### src/rtl/cordic_cos_iter.sv
// Iterative rotation-mode CORDIC computing cos(angle) in signed Q2.20 with a level clk_en/done handshake.
// Optional macro CORDIC_SIN_OUT_EN adds a registered sin_out port loaded from the final y.
module cordic_cos_iter #(
  parameter int unsigned WIDTH      = 22,
  parameter int unsigned ITERATIONS = 16
) (
  input  logic                    clk,
  input  logic                    reset_n,
  input  logic                    clk_en,
  input  logic signed [WIDTH-1:0] angle,
  output logic signed [WIDTH-1:0] cos_out,
`ifdef CORDIC_SIN_OUT_EN
  output logic signed [WIDTH-1:0] sin_out,
`endif
  output logic                    done
);

  localparam int unsigned IW   = WIDTH + 2;
  localparam int unsigned CntW = 5;
  localparam logic signed [IW-1:0] KVal = IW'(636751);

  typedef enum logic [1:0] {StIdle, StRun, StDone} state_e;

  state_e                 state_q, state_d;
  logic signed [IW-1:0]   x_q, x_d, y_q, y_d, z_q, z_d;
  logic [CntW-1:0]        iter_q, iter_d;
  logic signed [WIDTH-1:0] cos_q, cos_d;
  logic                   done_q, done_d;
`ifdef CORDIC_SIN_OUT_EN
  logic signed [WIDTH-1:0] sin_q, sin_d;
`endif

  logic signed [IW-1:0] x_sh, y_sh, atan_i;

  // round(atan(2^-i) * 2^20)
  function automatic logic signed [IW-1:0] atan_rom(input logic [CntW-1:0] i);
    int val;
    case (i)
      5'd0:    val = 823550;
      5'd1:    val = 486170;
      5'd2:    val = 256879;
      5'd3:    val = 130396;
      5'd4:    val = 65451;
      5'd5:    val = 32757;
      5'd6:    val = 16383;
      5'd7:    val = 8192;
      5'd8:    val = 4096;
      5'd9:    val = 2048;
      5'd10:   val = 1024;
      5'd11:   val = 512;
      5'd12:   val = 256;
      5'd13:   val = 128;
      5'd14:   val = 64;
      5'd15:   val = 32;
      5'd16:   val = 16;
      5'd17:   val = 8;
      5'd18:   val = 4;
      5'd19:   val = 2;
      default: val = 0;
    endcase
    return IW'(val);
  endfunction

  function automatic logic signed [WIDTH-1:0] sat(input logic signed [IW-1:0] v);
    logic [2:0] top;
    top = v[IW-1:WIDTH-1];
    if (top == 3'b000 || top == 3'b111) return v[WIDTH-1:0];
    else if (v[IW-1])                   return {1'b1, {(WIDTH-1){1'b0}}};
    else                                return {1'b0, {(WIDTH-1){1'b1}}};
  endfunction

  assign x_sh   = x_q >>> iter_q;
  assign y_sh   = y_q >>> iter_q;
  assign atan_i = atan_rom(iter_q);

  always_comb begin
    state_d = state_q;
    x_d     = x_q;
    y_d     = y_q;
    z_d     = z_q;
    iter_d  = iter_q;
    cos_d   = cos_q;
    done_d  = done_q;
`ifdef CORDIC_SIN_OUT_EN
    sin_d   = sin_q;
`endif
    unique case (state_q)
      StIdle: begin
        if (clk_en) begin
          x_d     = KVal;
          y_d     = '0;
          z_d     = {{2{angle[WIDTH-1]}}, angle};
          iter_d  = '0;
          state_d = StRun;
        end
      end
      StRun: begin
        if (!clk_en) begin
          state_d = StIdle;
        end else begin
          if (!z_q[IW-1]) begin
            x_d = x_q - y_sh;
            y_d = y_q + x_sh;
            z_d = z_q - atan_i;
          end else begin
            x_d = x_q + y_sh;
            y_d = y_q - x_sh;
            z_d = z_q + atan_i;
          end
          iter_d = iter_q + 1'b1;
          if (iter_q == CntW'(ITERATIONS - 1)) begin
            cos_d   = sat(x_d);
`ifdef CORDIC_SIN_OUT_EN
            sin_d   = sat(y_d);
`endif
            done_d  = 1'b1;
            state_d = StDone;
          end
        end
      end
      StDone: begin
        if (!clk_en) begin
          done_d  = 1'b0;
          state_d = StIdle;
        end
      end
      default: state_d = StIdle;
    endcase
  end

  always_ff @(posedge clk) begin
    if (!reset_n) begin
      state_q <= StIdle;
      x_q     <= '0;
      y_q     <= '0;
      z_q     <= '0;
      iter_q  <= '0;
      cos_q   <= '0;
      done_q  <= 1'b0;
`ifdef CORDIC_SIN_OUT_EN
      sin_q   <= '0;
`endif
    end else begin
      state_q <= state_d;
      x_q     <= x_d;
      y_q     <= y_d;
      z_q     <= z_d;
      iter_q  <= iter_d;
      cos_q   <= cos_d;
      done_q  <= done_d;
`ifdef CORDIC_SIN_OUT_EN
      sin_q   <= sin_d;
`endif
    end
  end

  assign cos_out = cos_q;
  assign done    = done_q;
`ifdef CORDIC_SIN_OUT_EN
  assign sin_out = sin_q;
`endif

endmodule

### config.mk
export PLATFORM = sky130hd
export DESIGN_NAME = cordic_cos_iter
export DESIGN_NICKNAME = d
export VERILOG_FILES = /design/src/rtl/cordic_cos_iter.sv
export SDC_FILE = /design/constraint.sdc
export NUM_CORES = 1
export LEC_CHECK = 0
export CORE_AREA = 10 10 188 190
export DETAILED_ROUTE_END_ITERATION = 16
export DIE_AREA = 0 0 198 200
export PLACE_DENSITY_LB_ADDON = 0.05
export RECOVER_POWER = 100
export SLEW_MARGIN = 20
export SYNTH_ARGS = -nofsm -noshare
export SYNTH_HDL_FRONTEND = slang
export SYNTH_SLANG_ARGS = --single-unit
export TNS_END_PERCENT = 10
### constraint.sdc
create_clock -name clk -period 7.75 [get_ports clk]
set_input_delay 1.55 -clock clk [delete_from_list [all_inputs] [get_ports clk]]
set_output_delay 1.55 -clock clk [all_outputs]
set_load 0.1 [all_outputs]
Word-level counts from Yosys, hierarchy flattened
Memory sizes are Yosys's and may differ from the RTL's. A register that Yosys moved wholly into a read port is not among the register bits.
Index checks and enable logic that the tools add are counted.

cells by class
  add/sub/neg operators = 7
  equality and inequality tests = 9
  shift operators = 2
  mux-type cells = 30
  reduce and logical (&&, ||, !) cells = 9

operator list
  cell                                                             number
  24-bit 2-to-1 mux                                                11
  24-bit one-hot mux with 2 select lines                           3
  24-bit adder                                                     3
  24-bit subtractor                                                3
  24-bit by 5-bit >>> shifter with 24-bit output                   2
  22-bit 2-to-1 mux                                                2
  5-bit 2-to-1 mux                                                 4
  5-bit one-hot mux with 2 select lines                            1
  3-bit AND reduction                                              3
  2-bit 2-to-1 mux                                                 4
  2-bit inequality test, second input constant                     4
  2-bit one-hot mux with 3 select lines                            1
  5-bit by 1-bit adder with 5-bit output, second input constant    1
  5-bit by 4-bit == test with 1-bit output, second input constant  1
  4-bit AND reduction                                              1
  2-bit nonzero test                                               2
  3-bit == test, second input constant                             1
  3-bit zero test                                                  1
  1-bit 2-to-1 mux                                                 3
  3-bit inequality test, second input constant                     1
  2-bit by 1-bit == test with 1-bit output, second input constant  1
  2-bit == test, second input constant                             1
  2-bit zero test                                                  1
  1-bit one-hot mux with 2 select lines                            1
  1-bit logical OR                                                 1

word-level totals
  flip-flop bits (word level) = 102
  bits in read-only memories = 640
  bits of input ports = 25
  logic and storage cells = 65
  memories kept = 1

memory list
  name              depth  bits a word  rd ports  clocked after memory_dff  wr ports  RTL line  text
  (name not given)  32     20           1         1                         0         38        case (i)

Depth between registers and ports, before layout
  depth in word-level cells = 8
  depth in mapped cells = 24
  depth with buffers taken out = 20

Least setup slack after synthesis
OpenSTA, ideal clock, no wires.

  kind = reg-to-reg
  from = register iter_q[0]
  to = register cos_q[10], in the netlist cos_out[10]
  arrival time = 5.282 ns
  required time = 7.679 ns
  setup slack = 2.397 ns
  cell stages (with the launch flop) = 24
  buffers on the path = 4
  path through = dfxtp_1 buf_6 buf_6 buf_6 mux4_2 nand2_1 nand3_1 a211oi_2 ha_1 and3_1 a31oi_1 xnor2_1 ha_1 a211oi_1 o21ai_0 nand2_1 o21ai_1 a2111oi_0 o31ai_1 or4_1 a31oi_1 clkbuf_1 o31ai_1 a21oi_1

on the way
  longest elaborated chain between the ends = 8
  elaborated cells between the ends (all ways) = 13
  classes of those cells = add/sub (2); eq/ne (2); shift (1); mux (5); reduce/logical (3)

ends and longest elaborated chain
  what                                               RTL line  text
  start: declaration                                 26        logic [CntW-1:0] iter_q, iter_d;
  start signal: assignment                           148       iter_q <= iter_d;
  24-bit by 5-bit >>> shifter with 24-bit output     73        assign y_sh = y_q >>> iter_q;
  24-bit subtractor or 24-bit adder (tied branches)  102, 106
  24-bit 2-to-1 mux                                  101       if (!z_q[IW-1]) begin
  24-bit 2-to-1 mux                                  98        if (!clk_en) begin
  24-bit 2-to-1 mux                                  87        unique case (state_q)
  3-bit == test or 3-bit zero test (tied branches)   67        if (top == 3'b000 || top == 3'b111) return v[WIDTH-1:0];
  1-bit logical OR                                   67
  22-bit 2-to-1 mux                                  67
  end signal: assignment                             149       cos_q <= cos_d;
  end: declaration                                   27        logic signed [WIDTH-1:0] cos_q, cos_d;

Several ways; a longest one is shown, not always the timed one. The select of a mux whose other input is x is not followed.
A chain may end at the register's enable or synchronous reset.

Worst setup path after layout
  from = register iter_q[0]
  to = register y_q[21]

on the way
  longest elaborated chain between the ends = 5
  elaborated cells between the ends (all ways) = 6
  classes of those cells = add/sub (2); shift (1); mux (3)

ends and longest elaborated chain
  what                                                RTL line  text
  24-bit by 5-bit >>> shifter with 24-bit output (*)  72        assign x_sh = x_q >>> iter_q;
  24-bit adder or 24-bit subtractor (tied branches)   103, 107
  24-bit 2-to-1 mux (*)                               101
  24-bit 2-to-1 mux (*)                               98
  24-bit one-hot mux with 2 select lines (*)          87
  end signal: assignment                              146       y_q <= y_d;
  end: declaration                                    25        logic signed [IW-1:0] x_q, x_d, y_q, y_d, z_q, z_d;

Mark *: on every way between the ends. The rest lies on a longest branch, timed or not. The select of a mux whose other input is x is not followed.

==> out/results.env <==
STATUS='finished, violations left'
VIOLATIONS_IN_THE_FINAL_REPORTS='capacitance limit, slew limit'
DRIVE_GT1_FRAC=0.103
MAXSLEWHEADROOM=-1.06
YS_FF_LATCH=122
SYNTH_AREA_LEADER_CELL='sky130_fd_sc_hd__dfxtp_1'
MIN_PATH_TYPE='reg2reg'
START_UTIL=0.398
AVGROUTEDWIREPERCELL_UM=21.0
SYNTH_TOP_FAMILY_BY_AREA='compound AO/OA/AOI/OAI gates'
POSTSYNTH.ASYNCRESETSHARE=0
MAPPEDNETLISTAREA_UM2=12500
SETUP_REPAIR_AFTER_GLOBAL_ROUTING_MISSED_ITS_MARGIN='false'
CTSLONGESTPATHBUFFERS=2
CLKLATENCYLATEPIN_NS=0.45
FIN_UTIL=0.441
MET3_WIRE_LENGTH_UM=2110
P_PER_AREA_nW_PER_UM2=200
IO_PORT_BUFS=47
WORST_HOLD_SLACK_NS=0.479
YOSYS-MUX-AREA-FRACTION=0.135
SYN2LAYOUT_AREA_GROWTH_PCT=10.8
ANTENNA_CELL_COUNT=0
SYNTHADDERAREAFRAC=0.0899
NETLIST_INSTANCES=1550
GRT_START_MAX_NET_PINS=72
CLKTRANSATPATHREGS_NS=0.06
CTS_ROOT_BUF='sky130_fd_sc_hd__clkbuf_16'
DIE-HEIGHT_UM=200
SYNTH.LIB_CELLS_USED.DISTINCT=80
HOLD_BUFFERS=0
SYNTH_MOST_COMMON_CELL='sky130_fd_sc_hd__nor2_1'
SYNTHDOMINANTCELLAREASHARE=0.195
SYNTH.AREA.TOP_CELLS='sky130_fd_sc_hd__dfxtp_1 20%, sky130_fd_sc_hd__mux4_2 10%, sky130_fd_sc_hd__ha_1 8.5%'
VDD_DROP_MAX_uV=163
CLOCK_SINK_COUNT=122
OVERFLOW=0
TIMING.CRITICAL_PATH.ARRIVAL_NS=7.22
SYNTH_COMPOUND_GATE_AREA_SHARE=0.271
FINAL_NETS=1656
POST-CTS-SETUP-BUFFERS=0
NUM_IO_PINS=48
SYNTHTOPCELLSBYCOUNT='136 x sky130_fd_sc_hd__nor2_1, 131 x sky130_fd_sc_hd__a21oi_1, 122 x sky130_fd_sc_hd__dfxtp_1'
VIA_PER_INST=6.16
GLOBALPLACE.CONGESTION=0.911
YOSYS_MOST_USED_DFF='sky130_fd_sc_hd__dfxtp_1'
WORST-SETUP-PATH-TYPE='reg2reg'
SYNTH-XOR-AREA-SHARE=0.0777
TIMING.CRITICAL_PATH.FROM_TYPE='flip-flop'
VIAS=12100
FINAL_COUNT_OF_PINS_VIOLATING_MAX_SLEW=162
NUMBER_OF_SYNTHESIZED_FLOPS_WITH_AN_ENABLE_PIN=0
GRT_PASS1_VIAS=11400
CLOCK.FMAX_MHz=145
ANTENNA_FOUND_INITIAL=0
DRT_FIRST_ITER_VIOLATIONS=1059
AVGSYNTHCELLAREA_UM2=8.06
POST-DP-HPWL_UM=30400
CTS_TREE='built'
WORSTPATHMAXFANOUT=29
CORE-AREA_UM2=31400
HIGHEST_LAYER='met4'
DIE-WIDTH_UM=198
LEAKAGE_uW=0.00547
FINALCRITPERIODSHARE=0.890
NUMCTSBUFFERS=17
SYN_NETS=1663
WIRELENGTH_MET1_UM=19800
FLOORPLAN.ROWS=65
FINALWIRELENGTH_UM=41100
CRITPATHCAPTURETYPE='flip-flop'
SHARE_OF_SYNTHESIZED_AREA_OCCUPIED_BY_FLIP_FLOPS_AND_LATCHES=0.195
SETUP_VIOL_COUNT_FINAL=0
TIMING_WORST_SLEW_PIN_VALUE_NS=3.10
GRT_FIRST_PASS_WIRELENGTH_UM=65400
DETAILROUTE.WIRELENGTH.MET2_UM=18200
GRT_UTIL_ALL_LAYERS=0.208
H_TREE_LEVELS=4
POSTROUTEANTENNANETS=0
DRT_PRE_ANTENNA_ITERS=5
WORST_CLOCK_SKEW_NS=0.0129
SETUP-TNS-FINAL_NS=0
FINAL-HOLD-VIOLATION-COUNT=0
FIN_CRIT_NS=6.90
WORST_EP_REQUIRED_TIME_NS=8.07
POST_SYNTH_AND_OR_NAND_NOR_AREA_FRACTION=0.184
DRC=0
YOSYSWARNINGS=0
CTS_REPAIR_RESIZE_COUNT=0
DRV_CAP=4
DIEAREA_UM2=39600
## layer usage
metal | GRT usage | up-vias
met2 | 0.323 | 397
met3 | 0.0290 | 64
li1 | - | 5805
met1 | 0.290 | 5788
met5 | 0 | -
met4 | 0.0720 | 0
## through the flow
| stage | instances | setup WS (ns) | area (um2) | power [uW] |
|---|---|---|---|---|
| finish | 1958 | 0.849 | 13800 | 2770 |
| global route | 1958 | 0.200 | 13800 | 2950 |
| CTS | 1958 | 0.992 | 13900 | 2780 |
| detailed placement | 1926 | 1.06 | 13200 | 1890 |
| global placement | 1926 | 1.07 | 13200 | 1890 |
| floorplan | 1550 | 2.40 | 12500 | 1600 |
## worst max-delay path, stage by stage, from the launching register on
cell and delay, ns:
sky130_fd_sc_hd__dfxtp_2 0.81, sky130_fd_sc_hd__buf_4 0.52, sky130_fd_sc_hd__mux4_2 0.68, sky130_fd_sc_hd__mux2_1 0.39, sky130_fd_sc_hd__mux4_2 0.56, sky130_fd_sc_hd__inv_1 0.08
sky130_fd_sc_hd__ha_1 0.18, sky130_fd_sc_hd__o221ai_1 0.23, sky130_fd_sc_hd__nor4b_1 0.73, sky130_fd_sc_hd__a21oi_1 0.18, sky130_fd_sc_hd__xor2_1 0.19, sky130_fd_sc_hd__ha_1 0.37
sky130_fd_sc_hd__and3_1 0.23, sky130_fd_sc_hd__and3_1 0.18, sky130_fd_sc_hd__a21oi_1 0.14, sky130_fd_sc_hd__o211ai_1 0.18, sky130_fd_sc_hd__a311oi_1 0.47, sky130_fd_sc_hd__o21bai_1 0.18
sky130_fd_sc_hd__a31oi_1 0.21, sky130_fd_sc_hd__xor2_1 0.15, sky130_fd_sc_hd__o21ai_0 0.07
## area by class of cell
cell class                      count  area, um2
Fill cell                        3197      17500
Sequential cell                   122       2440
Clock buffer                       21        470
Inverter                           44        165
Tap cell                          402        503
Timing Repair Buffer               72        641
Clock inverter                     11        158
Multi-Input combinational cell   1286       9470
## cells by family (layout without fill, tap and decap cells)
group | after synthesis | in the layout
AO/OA/AOI/OAI | 519 | 519
AND/OR/NAND/NOR | 473 | 473
buffers and inverters | 142 | 148
flip-flops | 122 | 122
XOR/XNOR | 110 | 110
multiplexers | 96 | 96
adder cells (fa/ha/maj) | 88 | 88
## state kept, by name, summed over array words and instances, names as in the netlist
name,cells
state_q,2
done,1
atan_i,20
x_q,24
cos_out,22
z_q,24
iter_q,5
y_q,24
## report_power, final
| part | internal (uW) | switching (uW) |
|---|---|---|
| sequential | 658 | 53.2 |
| combinational | 485 | 693 |
| clock | 536 | 344 |
| total | 1680 | 1090 |
## path summary, 6_finish.rpt
check                  from  endpoint  slack, ns  cells past startpoint
setup reg to reg  iter_q[0]   y_q[21]       0.85                     20
hold reg to reg     z_q[12]   z_q[12]       0.48                      2
setup / recovery  iter_q[0]   y_q[21]       0.85                     20
hold / removal      z_q[12]   z_q[12]       0.48                      2
## cells in the final DEF (no fill, tap or decap), drive strengths merged, types with 16 or more instances in the layout
cell type	netlist	final
nor2	136	136
a21oi	131	131
dfxtp	122	122
o21ai	117	117
nand2	113	113
ha	85	85
xnor2	69	69
mux4	56	56
nor2b	45	45
nor3	45	45
inv	40	43
xor2	41	41
a31oi	33	33
nand3	31	31
a22oi	27	27
o31ai	26	26
clkbuf	65	25
dlygate4sd3	0	24
mux2i	23	23
and3	23	23
clkdlybuf4s50	0	22
buf	33	22
and2	21	21
o21a	19	19
a211oi	19	19
o22ai	17	17
mux2	17	17
a21o	16	16
nand2b	16	16
(Power assumes the default switching activity.)
